File: config.mk
export PLATFORM = sky130hd
export DESIGN_NAME = if_fetch_unit
export DESIGN_NICKNAME = d
export VERILOG_FILES = /design/src/rtl/if_fetch_unit.sv
export SDC_FILE = /design/constraint.sdc
export NUM_CORES = 1
export LEC_CHECK = 0
export CAP_MARGIN = 10
export CORE_MARGIN = 8
export CORE_UTILIZATION = 52
export DETAILED_ROUTE_END_ITERATION = 16
export GPL_TIMING_DRIVEN = 0
export PLACE_DENSITY = 0.78
export SKIP_CTS_REPAIR_TIMING = 1
export SYNTH_ARGS = -nofsm -noshare
export SYNTH_HDL_FRONTEND = slang
export SYNTH_SLANG_ARGS = --single-unit
File: constraint.sdc
create_clock -name clk -period 6.2 [get_ports clk]
set_input_delay 1.24 -clock clk [delete_from_list [all_inputs] [get_ports clk]]
set_output_delay 1.24 -clock clk [all_outputs]
set_load 0.01 [all_outputs]
File: src/rtl/if_fetch_unit.sv
// -----------------------------------------------------------------------------
// if_fetch_unit
//   Instruction-fetch stage that sits ahead of the ID decoders. It owns the PC,
//   drives a request/ready instruction-memory port and presents a registered
//   {valid, pc, inst} to ID. A one-entry hold buffer absorbs a word that
//   arrives while ID is stalled. ID can redirect the fetch with branch_en.
//
//   Build option: define IF_DELAY_SLOT_EN for MIPS-style delay-slot behaviour
//   (the instruction after a branch is still delivered). Leave it undefined to
//   squash that instruction so that the next delivered instruction is at the
//   branch target.
//
// Parameters
//   RESET_PC       first fetch address after reset (word aligned)
//   PC_STEP        sequential PC increment in bytes
//
// Ports
//   clk            clock, all state updates on posedge
//   rst            synchronous active-low reset
//   inst_req       fetch request, held high until inst_ready
//   inst_addr      fetch address (current pc), stable while inst_req=1
//   inst_ready     memory response strobe, qualified by inst_req
//   inst_rdata     instruction word, valid with inst_ready
//   stall          ID/EX cannot accept, hold the id_* outputs
//   branch_en      redirect request from ID, ignored while stall=1
//   branch_target  redirect address, bits [1:0] are forced to zero
//   id_valid       id_pc/id_inst hold a real instruction
//   id_pc          PC of the instruction presented to ID
//   id_inst        instruction presented to ID, zero (NOP) when id_valid=0
//
// States
//   S_IDLE | one cycle after reset release, no request
//   S_REQ  | request outstanding at inst_addr = pc
//   S_HOLD | a word is parked in the hold buffer, waiting for stall=0
// -----------------------------------------------------------------------------
module if_fetch_unit #(
  parameter logic [31:0] RESET_PC = 32'h0000_0000,
  parameter logic [31:0] PC_STEP  = 32'd4
) (
  input  logic        clk,
  input  logic        rst,
  output logic        inst_req,
  output logic [31:0] inst_addr,
  input  logic        inst_ready,
  input  logic [31:0] inst_rdata,
  input  logic        stall,
  input  logic        branch_en,
  input  logic [31:0] branch_target,
  output logic        id_valid,
  output logic [31:0] id_pc,
  output logic [31:0] id_inst
);

`ifdef IF_DELAY_SLOT_EN
  localparam logic DS_EN = 1'b1;
`else
  localparam logic DS_EN = 1'b0;
`endif

  typedef enum logic [1:0] {
    S_IDLE = 2'd0,
    S_REQ  = 2'd1,
    S_HOLD = 2'd2
  } state_t;

  state_t      r_state,         w_state_nxt;
  logic [31:0] r_pc,            w_pc_nxt;
  logic [31:0] r_redir_target,  w_redir_target_nxt;
  logic        r_redir_pending, w_redir_pending_nxt;
  logic        r_drop,          w_drop_nxt;
  logic        r_hold_valid,    w_hold_valid_nxt;
  logic [31:0] r_hold_pc,       w_hold_pc_nxt;
  logic [31:0] r_hold_inst,     w_hold_inst_nxt;
  logic        r_id_valid,      w_id_valid_nxt;
  logic [31:0] r_id_pc,         w_id_pc_nxt;
  logic [31:0] r_id_inst,       w_id_inst_nxt;

  logic        w_accept;
  logic        w_branch;
  logic [31:0] w_target;

  assign inst_req  = (r_state == S_REQ);
  assign inst_addr = r_pc;
  assign id_valid  = r_id_valid;
  assign id_pc     = r_id_pc;
  assign id_inst   = r_id_inst;

  assign w_accept = inst_req & inst_ready;
  assign w_branch = branch_en & ~stall;
  assign w_target = {branch_target[31:2], 2'b00};

  always_comb begin
    w_state_nxt         = r_state;
    w_pc_nxt            = r_pc;
    w_redir_target_nxt  = r_redir_target;
    w_redir_pending_nxt = r_redir_pending;
    w_drop_nxt          = r_drop;
    w_hold_valid_nxt    = r_hold_valid;
    w_hold_pc_nxt       = r_hold_pc;
    w_hold_inst_nxt     = r_hold_inst;
    w_id_valid_nxt      = r_id_valid;
    w_id_pc_nxt         = r_id_pc;
    w_id_inst_nxt       = r_id_inst;

    // ID consumed whatever it had; show a bubble unless something new arrives.
    if (!stall) begin
      w_id_valid_nxt = 1'b0;
      w_id_inst_nxt  = '0;
    end

    case (r_state)
      S_IDLE: begin
        w_state_nxt = S_REQ;
      end

      S_REQ: begin
        if (w_accept) begin
          w_redir_pending_nxt = 1'b0;
          // A branch seen in the accept cycle redirects immediately; otherwise
          // an earlier redirect recorded while waiting takes effect now.
          if (w_branch) begin
            w_pc_nxt = w_target;
          end else if (r_redir_pending) begin
            w_pc_nxt = r_redir_target;
          end else begin
            w_pc_nxt = r_pc + PC_STEP;
          end

          if (r_drop) begin
            w_drop_nxt = 1'b0;
          end else if (!w_branch || DS_EN) begin
            if (!stall) begin
              w_id_valid_nxt = 1'b1;
              w_id_pc_nxt    = r_pc;
              w_id_inst_nxt  = inst_rdata;
            end else begin
              w_hold_valid_nxt = 1'b1;
              w_hold_pc_nxt    = r_pc;
              w_hold_inst_nxt  = inst_rdata;
              w_state_nxt      = S_HOLD;
            end
          end
        end else if (w_branch) begin
          // inst_addr must stay put while the request is open, so the new
          // target is parked until this fetch completes.
          w_redir_target_nxt  = w_target;
          w_redir_pending_nxt = 1'b1;
          if (!DS_EN) begin
            w_drop_nxt = 1'b1;
          end
        end
      end

      S_HOLD: begin
        if (!stall) begin
          w_state_nxt      = S_REQ;
          w_hold_valid_nxt = 1'b0;
          // pc already moved past the held word, so a redirect here is direct.
          if (branch_en) begin
            w_pc_nxt = w_target;
          end
          if (!branch_en || DS_EN) begin
            w_id_valid_nxt = r_hold_valid;
            w_id_pc_nxt    = r_hold_pc;
            w_id_inst_nxt  = r_hold_inst;
          end
        end
      end

      default: begin
        w_state_nxt = S_IDLE;
      end
    endcase
  end

  always_ff @(posedge clk) begin
    if (!rst) begin
      r_state         <= S_IDLE;
      r_pc            <= RESET_PC;
      r_redir_target  <= '0;
      r_redir_pending <= 1'b0;
      r_drop          <= 1'b0;
      r_hold_valid    <= 1'b0;
      r_hold_pc       <= '0;
      r_hold_inst     <= '0;
      r_id_valid      <= 1'b0;
      r_id_pc         <= '0;
      r_id_inst       <= '0;
    end else begin
      r_state         <= w_state_nxt;
      r_pc            <= w_pc_nxt;
      r_redir_target  <= w_redir_target_nxt;
      r_redir_pending <= w_redir_pending_nxt;
      r_drop          <= w_drop_nxt;
      r_hold_valid    <= w_hold_valid_nxt;
      r_hold_pc       <= w_hold_pc_nxt;
      r_hold_inst     <= w_hold_inst_nxt;
      r_id_valid      <= w_id_valid_nxt;
      r_id_pc         <= w_id_pc_nxt;
      r_id_inst       <= w_id_inst_nxt;
    end
  end

endmodule

==> metrics.cfg <==
[logic_synthesis]
synthArstFlopShare_pct = 0
yosys.area_share.simple_pct = 19.4
synth_top_cells_by_count = nand2_1, dfxtp_1, a21oi_1
ys_seq_elements = 189
synth.distinct_cells = 61
synth_xor_area_share_pct = 1.41
yosys_warnings = 0
seq_area_frac_synth_pct = 43.5
syn-instance-count = 1077
synth_flop_cell = dfxtp_1
synth-adder-area-share_pct = 0.719
synth_top_area_cell = dfxtp_1
synth_top_family_by_area = compound AO/OA/AOI/OAI gates
synthTopCellsByArea = dfxtp_1, nand2_1, a21oi_1
mappedNetlistArea_um2 = 8700
synth-edff-count = 0
synth_compound_area_share_pct = 25.5
synth_most_common_cell = nand2_1
synth_mux_area_share_pct = 3.91
synthDominantCellAreaShare_pct = 43.5
syn_avg_cell_area_um2 = 8.08

[floorplanning]
die_h_um = 145
die_area_um2 = 21100
core_area_um2 = 16500
rows = 47
pin_count = 167
initial_core_util_pct = 52.8
fp.dieW_um = 145

[place]
place_hpwl_um = 20500
io_buffers = 159
place.gp.congestion = 0.939

[clock_network]
clock-root-buffer = clkbuf_16
cts.clk_slew.worst_paths_ps = 70
cts_buffers = 17
clk_latency_ps = 440
cts.sinks = 189
clockBufferDepth = 2
htree_levels = 4
cts_tree = done

[timing]
hold_ws_ps = 452
finalCritPeriodShare_pct = 52.8
setup_violations = 0
slew_headroom_pct = 28.9
period_minus_slack_ps = 3270
slew_violations = 0
rsz0062_at_grt = false
setup-tns-final_ps = 0
fmax_mhz = 306
finalHoldViolCount = 0
tightest_slew_ps = 1060
skew_ps = 8.99

[power_and_ir_drop]
vdd_ir_drop_max_mv = 0.213
powerDensity_nw_per_um2 = 317
p_leak_nw = 3.66

[critical_path]
cpPeakStageDelay_ps = 570
cp.required_ps = 6560
path_max_fanout = 10
path_delay_family = buffers and inverters
critPathKind = input port to flip-flop
cp_num_buf_inv = 4
end_kind = flip-flop
worst-endpoint-arrival_ps = 3640
cp_slowest_cell = clkdlybuf4s50_1
worstPathCellList = clkdlybuf4s50_1 -> nand2b_1 -> clkbuf_1 -> nand2_1 -> clkbuf_1 -> buf_1 -> a21oi_1 -> a211oi_2
cp-start-kind = input port
cp_common_cell = clkbuf_1

[detailed_routing]
avgRoutedWirePerCell_um = 19.0
drc = 0
ant_nets = 0
routed_via_density = 5.90
num_vias = 8780
wl_um = 28300
drt_pass1_iterations = 6
drt_iter0_drc = 890

[global_route]
grt_pass1_wl_um = 44900
grt_max_degree = 17
grt_pass1_vias = 8449
track_usage_pct = 26.0
antenna_found_initial = 0
grt.overflow.total = 0

[outcome]
run_status = finished clean

[final_layout]
syn_to_final_growth_pct = 28.1
antenna_cells = 0
fin_nets = 1332
drive_gt1_share_pct = 4.10

[worst_hold_path]
hold_path_class = flip-flop to flip-flop

[run]
cap_violations = 0

-- worst paths after layout --
path / start / depth (start not counted) / slack (ps) / end
min reg2reg: r_redir_target[12]$_SDFFE_PN0P_ / 2 / 450 / r_redir_target[12]$_SDFFE_PN0P_
max: branch_en / 8 / 2930 / inst_addr[24]$_SDFFE_PN0P_
min: r_redir_target[12]$_SDFFE_PN0P_ / 2 / 450 / r_redir_target[12]$_SDFFE_PN0P_
max reg2reg: inst_addr[2]$_SDFFE_PN0P_ / 6 / 3470 / inst_addr[28]$_SDFFE_PN0P_
-- cell type report --
| type | count | area [um^2] |
|---|---|---|
| clock inverters | 6 | 60.1 |
| flip-flops and latches | 189 | 3780 |
| repair buffers | 159 | 1590 |
| inverters | 11 | 41.3 |
| well taps | 220 | 275 |
| plain buffers | 100 | 438 |
| multi-input cells | 780 | 4450 |
| fillers | 1416 | 5330 |
| clock buffers | 24 | 502 |
-- cells by family after synthesis --
family	count (synthesis)
AOI/OAI and AO/OA	339
muxes	34
other	1
xor gates and xnor gates	14
buffers and inverters	111
adders and majority gates	5
and+or+nand+nor	384
DFF	189
-- routing by layer --
metal  routed length [um]  global-route usage, %
met1                11900                   32.9
met2                13100                   41.9
met3                 2530                   5.94
met4                  823                   11.1
met5                    0                      0
-- where the power goes --
group | total, mW | leakage [nW] | switching [mW] | internal [mW]
logic | 1.02 | 1.86 | 0.612 | 0.408
registers | 1.44 | 1.53 | 0.129 | 1.31
clock network | 1.06 | 0.274 | 0.461 | 0.601
-- metrics by stage --
| step | instances | total power, mW | setup slack [ps] | cell area [um^2] | util (%) |
|---|---|---|---|---|---|
| CTS | 1489 | 3.51 | 3000 | 11100 | 67.6 |
| detailed placement | 1459 | 2.47 | 2570 | 10600 | 64.2 |
| finish | 1489 | 3.53 | 2930 | 11100 | 67.6 |
| floorplan | 1080 | 2.04 | 3410 | 8710 | - |
| global placement | 1459 | 2.45 | 2610 | 10600 | 64.2 |
| global route | 1489 | 3.68 | 2760 | 11100 | 67.6 |
-- cells in the final DEF (no fill, tap or decap), drive strengths merged, types with 6 or more instances in the layout --
cell,n
a221oi,8
a22o,19
nor4,7
clkbuf,107
clkdlybuf4s50,159
and3,6
xor2,6
a21oi,145
a211oi,34
nand4,8
nand3,16
or3,6
o22a,14
xnor2,8
o211a,6
inv,10
nand2,234
dfxtp,189
o211ai,17
buf,16
mux2i,34
nor3,27
a22oi,47
nor2,64
o21ai,23
-- worst min-delay path, stage by stage, from the launching register on --
cell,delay (ps)
dfxtp_1,310
nand2_1,50
a21oi_1,50
-- state kept, by name (all words and copies together) (netlist names) --
| name | count |
|---|---|
| id_inst | 32 |
| id_pc | 30 |
| id_valid | 1 |
| inst_addr | 30 |
| r_drop | 1 |
| r_hold_inst | 32 |
| r_hold_pc | 30 |
| r_hold_valid | 1 |
| r_redir_target | 30 |
| r_state | 2 |
No activity file was read; power rests on OpenSTA's default activity.
